===== src/rtl/safe_wrapper_sync_ctrl.sv =====
// Synchronised-start sequencer for the safe wrapper cores.
// Halts the selected cores, releases them together and tracks the run.
module safe_wrapper_sync_ctrl #(
    parameter int unsigned          NCORES    = 3,
    parameter int unsigned          TIMEOUT_W = 16,
    parameter logic [TIMEOUT_W-1:0] TIMEOUT   = 16'd1000
) (
    input  logic              clk_i,
    input  logic              rst_ni,
    input  logic              start_i,
    input  logic              safe_mode_i,
    input  logic [1:0]        safe_configuration_i,
    input  logic [NCORES-1:0] master_core_i,
    input  logic              critical_section_i,
    input  logic              end_sw_routine_i,
    input  logic [NCORES-1:0] core_halted_i,
    output logic [NCORES-1:0] debug_req_o,
    output logic [NCORES-1:0] active_cores_o,
    output logic              sync_done_o,
    output logic              busy_o,
    output logic              end_ack_o,
    output logic              timeout_err_o,
    output logic [2:0]        state_o
);

    typedef enum logic [2:0] {
        S_IDLE      = 3'd0,
        S_HALT_REQ  = 3'd1,
        S_WAIT_HALT = 3'd2,
        S_RESUME    = 3'd3,
        S_RUN       = 3'd4,
        S_ERROR     = 3'd5
    } state_e;

    localparam logic [TIMEOUT_W-1:0] TO_LAST = TIMEOUT - 1'b1;

    state_e                 r_state;
    logic [NCORES-1:0]      r_active;
    logic [TIMEOUT_W-1:0]   r_cnt;
    logic                   r_start_q;
    logic                   r_end_q;
    logic                   r_armed;
    logic                   r_pend;
    logic                   r_terr;

    logic [NCORES-1:0]      w_master;
    logic [NCORES-1:0]      w_rot;
    logic [NCORES-1:0]      w_sel;
    logic                   w_start_rise;
    logic                   w_end_rise;
    logic                   w_end_req;
    logic                   w_all_halted;
    logic                   w_done;

    assign w_master = $onehot(master_core_i) ? master_core_i
                                             : NCORES'(1);
    assign w_rot    = {w_master[NCORES-2:0], w_master[NCORES-1]};

    always_comb begin
        w_sel = w_master;
        case (safe_configuration_i)
            2'b00:   w_sel = '1;
            2'b01:   w_sel = w_master | w_rot;
            default: w_sel = w_master;
        endcase
    end

    // r_armed keeps a start level held since reset from counting as an edge
    assign w_start_rise = start_i & ~r_start_q & r_armed;
    assign w_end_rise   = end_sw_routine_i & ~r_end_q;
    assign w_end_req    = r_pend | w_end_rise;
    assign w_all_halted = ((core_halted_i & r_active) == r_active);
    assign w_done       = (r_state == S_RUN) & start_i
                        & w_end_req & ~critical_section_i;

    always_ff @(posedge clk_i or negedge rst_ni) begin
        if (!rst_ni) begin
            r_state   <= S_IDLE;
            r_active  <= '0;
            r_cnt     <= '0;
            r_start_q <= 1'b0;
            r_end_q   <= 1'b0;
            r_armed   <= 1'b0;
            r_pend    <= 1'b0;
            r_terr    <= 1'b0;
        end else begin
            r_start_q <= start_i;
            r_end_q   <= end_sw_routine_i;
            if (!start_i) begin
                r_armed <= 1'b1;
            end
            unique case (r_state)
                S_IDLE: begin
                    if (w_start_rise) begin
                        r_active <= w_sel;
                        r_terr   <= 1'b0;
                        r_pend   <= 1'b0;
                        r_state  <= safe_mode_i ? S_HALT_REQ : S_RUN;
                    end
                end
                S_HALT_REQ: begin
                    if (!start_i) begin
                        r_state  <= S_IDLE;
                        r_active <= '0;
                    end else begin
                        r_cnt   <= '0;
                        r_state <= S_WAIT_HALT;
                    end
                end
                S_WAIT_HALT: begin
                    r_cnt <= r_cnt + 1'b1;
                    if (!start_i) begin
                        r_state  <= S_IDLE;
                        r_active <= '0;
                    end else if (w_all_halted) begin
                        r_state <= S_RESUME;
                    end else if (r_cnt == TO_LAST) begin
                        r_state <= S_ERROR;
                        r_terr  <= 1'b1;
                    end
                end
                S_RESUME: begin
                    if (!start_i) begin
                        r_state  <= S_IDLE;
                        r_active <= '0;
                    end else begin
                        r_state <= S_RUN;
                    end
                end
                S_RUN: begin
                    if (!start_i || w_done) begin
                        r_state  <= S_IDLE;
                        r_active <= '0;
                        r_pend   <= 1'b0;
                    end else if (w_end_rise) begin
                        r_pend <= 1'b1;
                    end
                end
                S_ERROR: begin
                    if (!start_i) begin
                        r_state  <= S_IDLE;
                        r_active <= '0;
                    end
                end
                default: begin
                    r_state  <= S_IDLE;
                    r_active <= '0;
                end
            endcase
        end
    end

    // Requests are dropped in the same cycle start_i falls
    always_comb begin
        debug_req_o = '0;
        if (start_i) begin
            if (r_state == S_HALT_REQ) begin
                debug_req_o = r_active;
            end else if (r_state == S_WAIT_HALT) begin
                debug_req_o = r_active & ~core_halted_i;
            end
        end
    end

    assign active_cores_o = r_active;
    assign sync_done_o    = (r_state == S_RESUME) & start_i;
    assign busy_o         = (r_state != S_IDLE);
    assign end_ack_o      = w_done;
    assign timeout_err_o  = r_terr;
    assign state_o        = r_state;

endmodule


===== config.mk =====
export PLATFORM = sky130hd
export DESIGN_NAME = safe_wrapper_sync_ctrl
export DESIGN_NICKNAME = d
export VERILOG_FILES = /design/src/rtl/safe_wrapper_sync_ctrl.sv
export SDC_FILE = /design/constraint.sdc
export NUM_CORES = 1
export LEC_CHECK = 0
export ABC_AREA = 0
export BUFFER_PORTS_ARGS = -buffer_cell sky130_fd_sc_hd__buf_2
export CELL_PAD_IN_SITES_DETAIL_PLACEMENT = 1
export CELL_PAD_IN_SITES_GLOBAL_PLACEMENT = 1
export CORE_MARGIN = 3
export CORE_UTILIZATION = 38
export DETAILED_ROUTE_END_ITERATION = 8
export GPL_ROUTABILITY_DRIVEN = 0
export PLACE_DENSITY_LB_ADDON = 0.08
export SYNTH_ARGS = -nofsm -noshare
export SYNTH_HDL_FRONTEND = slang
export SYNTH_SLANG_ARGS = --single-unit

===== constraint.sdc =====
create_clock -name clk_i -period 3.8 [get_ports clk_i]
set_input_delay 0.57 -clock clk_i [delete_from_list [all_inputs] [get_ports clk_i]]
set_output_delay 0.57 -clock clk_i [all_outputs]
set_load 0.02 [all_outputs]

==> parameters.txt, run 1 <==
Parameter                              Value

Yosys
  Library cells used by synthesis    between 40 and 50
  Synthesized-area fraction occupied by xor and xnor cells    0%
  Synthesis-stage register bit count    27
  Fraction of post-synthesis cell area in the top cell type by area    42.8%
  Synthesized cell area    0.00158 mm²
  Most common flop cell mapped by yosys    dfrtp_1
  Cell with the most instances after synthesis    dfrtp_1
  EDFF count, synth    0
  Top area cells in the synthesized netlist    dfrtp_1 43%, nand2_1 3.8%, nor2b_1 3.2%, o21ai_0 3.2%, mux2i_1 2.5%
  Part of the Yosys area used for sequential elements    between 40% and 50%
  Instance count of the mapped netlist    between 150 and 200
  Async set or reset register ratio after synthesis    100%
  Biggest area consumer among synthesized cells    dfrtp_1
  Multiplexer share of the synthesized area    ~4.7%
  Post-synthesis net count    between 150 and 200
  Mean cell area of the mapped netlist    9.58 µm²
  Synthesized-area fraction occupied by and/or/nand/nor cells    about a quarter
  Post-synthesis share of cell area spent on full adders, half adders and majority gates    between 2 and 2.5%
  Synth cell count leaders    27 x dfrtp_1, 16 x nand2_1, 10 x o21ai_0
  Synthesized-area fraction occupied by ao, oa, aoi and oai cells    22.6%
  Number of warnings issued by yosys    0
  Main combinational cell family by area after synthesis    simple AND/OR/NAND/NOR gates

Finish
  Number of filler instances in the final layout    460
  Flip-flop and latch area    676 µm²
  Final net count    between 200 and 250
  Design area    around 0.0018 mm²
  Final Instance Count excl. Fillers    approximately 240
  Area delta synth->final    13.2%
  Core utilization of the finished layout    a little under half
  Antenna cells    0
  Share of cells above drive strength 1    around 22%
  Area used by multi-input combinational logic    approximately 860 µm²

Place
  Number of port buffers    26
  HPWL reported at the end of detailed placement    between 2000 and 3000 µm
  Number of instances in the placed design    232
  Dpl ws    roughly 1700 ps
  Placement Cell Area    around 0.0017 mm²

GRT
  Vias in the first global route    1464
  Number of antenna violations at the first check in global routing    0
  Global-route usage over all layers    17.0%
  Pin count of the biggest net entering global routing    28
  Total gr overflow    0
  Global-route wire length before repair    a little under 7000 µm

STA
  Total Neg Setup Slack    0 ps
  Fin crit period    between 2000 and 2500 ps
  Setup repair after global routing missed its margin    false
  Post-Route Skew    between 7 and 8 ps
  Max transition margin    between 50% and 60%
  Max-slew violation count    0
  Min setup slack post-route    1650 ps
  Final Hold Fails    0
  Transition time at the pin with the least slew margin    between 600 and 700 ps
  Part of the cycle the worst path needs    a little under three fifths
  Maximum clock frequency    between 400 and 500 MHz
  Total of endpoints with negative setup slack in the final report    0

Routing
  Detailed-routing iteration count for the pre-antenna-repair pass    4
  DRC violations left    0
  Remaining number of nets flagged by the antenna check after routing    0
  Detailed-route wire length per cell    roughly 16 µm
  Total vias in the final route    about 1400
  Avg Vias per Cell    a little under 6
  Total wire length    3870 µm
  Initial DRC Count    35

Floorplan
  IO Count    27
  # rows    22
  Die height    between 70 and 80 µm
  Core region area    0.00383 mm²
  Area of the die    between 0.004 and 0.005 mm²
  Starting density of the core    41.3%
  Die X-Extent    ~70 µm

Status
  Status    completed

Clock network
  Clock-pin slew of the registers on the worst-case setup and hold paths    around 90 ps
  Clk sink count    27
  Post-CTS Setup Inserts    0
  Source-to-sink clock delay at the later pin of the worst-skew pair    approximately 270 ps
  Cell at the root of the clock tree    clkbuf_8
  H-tree depth reported by CTS    1
  Post-CTS Hold Buffers    0
  TritonCTS clock tree    yes
  Number of buffers inserted during clock tree synthesis    3
  Maximum buffer depth of the clock tree    2
  Resized cells post-CTS    0

Critical path
  Worst Path Required    approximately 3200 ps
  Class of the most critical setup path    register to output pin
  Top fanout value on the critical path    12
  Worst Path Arrival    about 1600 ps
  Setup crit end kind    output pin
  Critical Path Source Type    register

Pwr
  Power Density    just over 500 mW/mm²
  Leak Pwr    about 0.8 nW
  Worst IR drop on VDD    0.257 mV

Hold path
  Tightest Hold Check Type    input pin to async pin

Run
  Max-cap viol count    0
[area by class of cell]
cell class	count	share of cell area, %
clock buffers	4	2.52
multi-input cells	127	48.3
repair buffers	26	7.27
well taps	48	3.36
flip-flops and latches	27	37.8
inverters	4	0.839
[placed cells by master (no fill, tap or decap), types with 5 or more instances in the layout]
cell     instances
and3_1           6
nor2_1           5
o21ai_0         10
dfrtp_1         27
buf_2           26
a21oi_1          5
nand2_1         16
nor2b_1          8
a31oi_1          6
nand3_1          6
[layer usage]
metal,global-route usage (%),vias to the layer above,routed length [µm]
li1,-,671,-
met3,2.01,4,105
met2,28.7,26,1920
met1,22.4,677,1800
met4,5.53,0,48
met5,0,-,0
[critical path, stage by stage, from the launching register on]
cell,delay [ps]
dfrtp_1,520
nor2b_1,400
and3_1,220
buf_2,160
[per-stage QoR]
step | hold WS, ps | power (mW)
6_report | 311 | 0.925
5_1_grt | 348 | 1.01
4_1_cts | 335 | 0.941
3_5_place_dp | 458 | 0.772
3_3_place_gp | 450 | 0.757
2_1_floorplan | 274 | 0.668
[cells by family (layout without fill, tap and decap cells)]
logic type                 count (synthesis)  in the layout
AOI/OAI and AO/OA                         50             50
muxes                                      7              7
and+or+nand+nor                           68             68
buffers and inverters                     11             34
adders and majority gates                  2              2
DFF                                       27             27
[flip-flops by register name, summed over array words and instances (netlist names)]
signal and cells:
active_cores_o 3, r_armed 1, r_cnt 16, r_end_q 1, r_pend 1, r_start_q 1, state_o 3, timeout_err_o 1
[path summary, 6_finish.rpt]
path	cells after the start	endpoint	from	slack (ps)
hold reg to reg	1	r_armed	r_armed	470
setup reg to reg	4	r_cnt[11]	state_o[1]	1660
setup / recovery	3	sync_done_o	state_o[2]	1650
min in group clk_i	1	r_end_q	end_sw_routine_i	410
hold / removal	1	r_cnt[9]	rst_ni	310
max in group asynchronous	1	state_o[1]	rst_ni	3080
[report_power, final]
part / switching, mW / leakage [nW] / internal [mW] / total [mW]
combinational: 0.168 / 0.443 / 0.133 / 0.301
sequential: 0.0989 / 0.352 / 0.363 / 0.462
clock: 0.0880 / 0.0228 / 0.0751 / 0.163
Power figures use the tool's default switching activity.
==> run 2: changes to the inputs <==
clock period = 2.2 ns   (was 3.8 ns; I/O delays follow)
==> parameters.txt, run 2 (synthesis results as in run 1) <==
Parameter                              Value

Routing
  Detailed-route wire length per cell    16.8 µm (was 16.4 µm)
  DRC violations left    0 (unchanged)
  Remaining number of nets flagged by the antenna check after routing    0 (unchanged)
  Detailed-routing iteration count for the pre-antenna-repair pass    4 (unchanged)
  Total vias in the final route    1412 (was 1378)
  Avg Vias per Cell    5.79 (was 5.84)
  Initial DRC Count    51 (was 35)
  Total wire length    4090 µm (was 3870 µm)

Floorplan
  Area of the die    0.00497 mm² (unchanged)
  Die X-Extent    70.5 µm (unchanged)
  # rows    22 (unchanged)
  Core region area    0.00383 mm² (unchanged)
  IO Count    27 (unchanged)
  Starting density of the core    41.3% (unchanged)
  Die height    70.5 µm (unchanged)

STA
  Part of the cycle the worst path needs    between 90% and 100%
  Setup repair after global routing missed its margin    false (unchanged)
  Fin crit period    approximately 2000 ps
  Total of endpoints with negative setup slack in the final report    0 (unchanged)
  WHS    62.9 ps (was 311 ps)
  Max transition margin    58.7% (was 57.5%)
  Transition time at the pin with the least slew margin    620 ps (was 637 ps)
  Maximum clock frequency    496 MHz
  Total Neg Setup Slack    0 ps (unchanged)
  Post-Route Skew    7.28 ps (was 7.14 ps)
  Max-slew violation count    0 (unchanged)
  Final Hold Fails    0 (unchanged)

Clock network
  Clk sink count    27 (unchanged)
  H-tree depth reported by CTS    1 (unchanged)
  Number of buffers inserted during clock tree synthesis    3 (unchanged)
  Post-CTS Setup Inserts    0 (unchanged)
  TritonCTS clock tree    yes (unchanged)
  Clock-pin slew of the registers on the worst-case setup and hold paths    100 ps (was 90 ps)
  Resized cells post-CTS    0 (unchanged)
  Source-to-sink clock delay at the later pin of the worst-skew pair    270 ps (about the same)
  Post-CTS Hold Buffers    0 (unchanged)
  Cell at the root of the clock tree    clkbuf_8 (unchanged)
  Maximum buffer depth of the clock tree    2 (unchanged)

Pwr
  Leak Pwr    0.859 nW (was 0.818 nW)
  Worst IR drop on VDD    0.419 mV (was 0.257 mV)
  Switching Share    38.9% (was 38.3%)
  Internal power summed over all cells    1.00 mW (was 0.571 mW)
  Fraction of power consumed by combinational cells    34.9% (was 32.5%)
  Part of the power in the clock network    17.6% (about the same)
  Sw power    0.639 mW (was 0.355 mW)
  Sequential share of power    47.5% (was 49.9%)
  Power Density    888 mW/mm² (was 517 mW/mm²)
  Total power    1.64 mW (was 0.925 mW)

Status
  Status    completed (unchanged)

Critical path
  Worst Path Required    2390 ps (was 3230 ps)
  Class of the most critical setup path    register to register (was register to output pin)
  Critical path's largest stage delay    560 ps (was 520 ps)
  Cell depth of the worst flop-to-flop path    4 (unchanged)
  Capture instance of the worst register-to-register path    state_o[2] (was r_cnt[11])
  Reg-to-reg slack, setup    180 ps (was 1660 ps)
  Top fanout value on the critical path    6 (was 12)
  Setup crit end kind    register (was output pin)
  Source of the worst register-to-register timing path    r_cnt[12] (was state_o[1])
  Worst Path Arrival    2200 ps (was 1580 ps)
  Critical Path Source Type    register (unchanged)
  Critical-path cell list    or4_1 -> or4b_4 -> nor2b_4 -> o32ai_2 (was nor2b_1 -> and3_1 -> buf_2)
  Launch point of the critical path    r_cnt[12] (was state_o[2])
  Library cell contributing the largest single delay on the critical path    or4b_4 (was dfrtp_1)

Finish
  Max reg flops    16 (unchanged)
  Area used by multi-input combinational logic    863 µm² (unchanged)
  Area delta synth->final    17.1% (was 13.2%)
  Antenna cells    0 (unchanged)
  Commonest cells after routing, fill and taps aside    27 x dfrtp_1, 26 x buf_2, 16 x nand2_1 (unchanged)
  Register with the highest flop count    r_cnt (unchanged)
  Number of filler instances in the final layout    465 (was 460)
  Final Instance Count excl. Fillers    244 (was 236)
  Flip-flop and latch area    676 µm² (unchanged)
  Share of cells above drive strength 1    26.0% (was 22.3%)
  Most common cell after layout, fill and taps aside    dfrtp_1 (unchanged)
  Final net count    213 (was 205)

GRT
  Global-route usage over all layers    17.3% (was 17.0%)
  Vias in the first global route    1526 (was 1464)
  Total gr overflow    0 (unchanged)
  Number of antenna violations at the first check in global routing    0 (unchanged)
  Global-route wire length before repair    6980 µm (was 6930 µm)
  Pin count of the biggest net entering global routing    28 (unchanged)

Place
  HPWL reported at the end of detailed placement    3160 µm (was 2880 µm)
  Number of instances in the placed design    240 (was 232)
  Number of port buffers    26 (unchanged)

Run
  Max-cap viol count    0 (unchanged)

Hold path
  Tightest Hold Check Type    input pin to async pin (unchanged)
[run 2: cell types whose count changed in the layout (fill, tap and decap cells not counted), sizes merged]
| cell | change |
|---|---|
| buf | +8 |
| clkbuf | -1 |
| clkinv | +1 |
[run 2: metal layers]
| metal | global-route usage [%] | share of wire, % |
|---|---|---|
| met1 | 21.2 | 44 |
| met2 | 30.9 | 52 |
| met3 | 2.01 | 2.7 |
| met4 | 6.17 | 1.5 |
| met5 | 0 | 0 |
[run 2: critical path: cells and delay by family (launching register included)]
family             cells  cell delay, ps
and+or+nand+nor        3            1250
DFF                    1             430
AOI/OAI and AO/OA      1             250
[run 2: cell type report]
type	count	area share (%)
clock buffer	3	2.23
clock inverter	1	0.270
inverter	4	0.811
multi-input combinational	127	46.7
sequential	27	36.5
tap	48	3.25
timing repair buffer	34	10.3
[run 2: how the worst max path moves through the flow]
| stage | end | depth (start not counted) |
|---|---|---|
| 5_1_grt | state_o[2] | 4 |
| 4_1_cts | state_o[2] | 4 |
| 6_report | state_o[2] | 4 |
| 3_5_place_dp | state_o[2] | 4 |
| 2_1_floorplan | state_o[2] | 4 |
| 3_3_place_gp | state_o[2] | 4 |
[run 2: power by group through the flow]
stage	sequential, mW	combinational [mW]	clock, mW
finish	0.780	0.573	0.289
global route	0.811	0.641	0.329
CTS	0.781	0.582	0.300
detailed placement	0.792	0.577	0
global placement	0.775	0.550	0
floorplan	0.774	0.380	0
[run 2: per-stage QoR]
step | utilization [%] | instance area (µm²) | setup WS, ps
2_1_floorplan | - | 1580 | 285
5_1_grt | 48.4 | 1850 | 59.8
3_3_place_gp | 47.2 | 1800 | 227
6_report | 48.4 | 1850 | 182
3_5_place_dp | 47.2 | 1800 | 178
4_1_cts | 48.4 | 1850 | 165
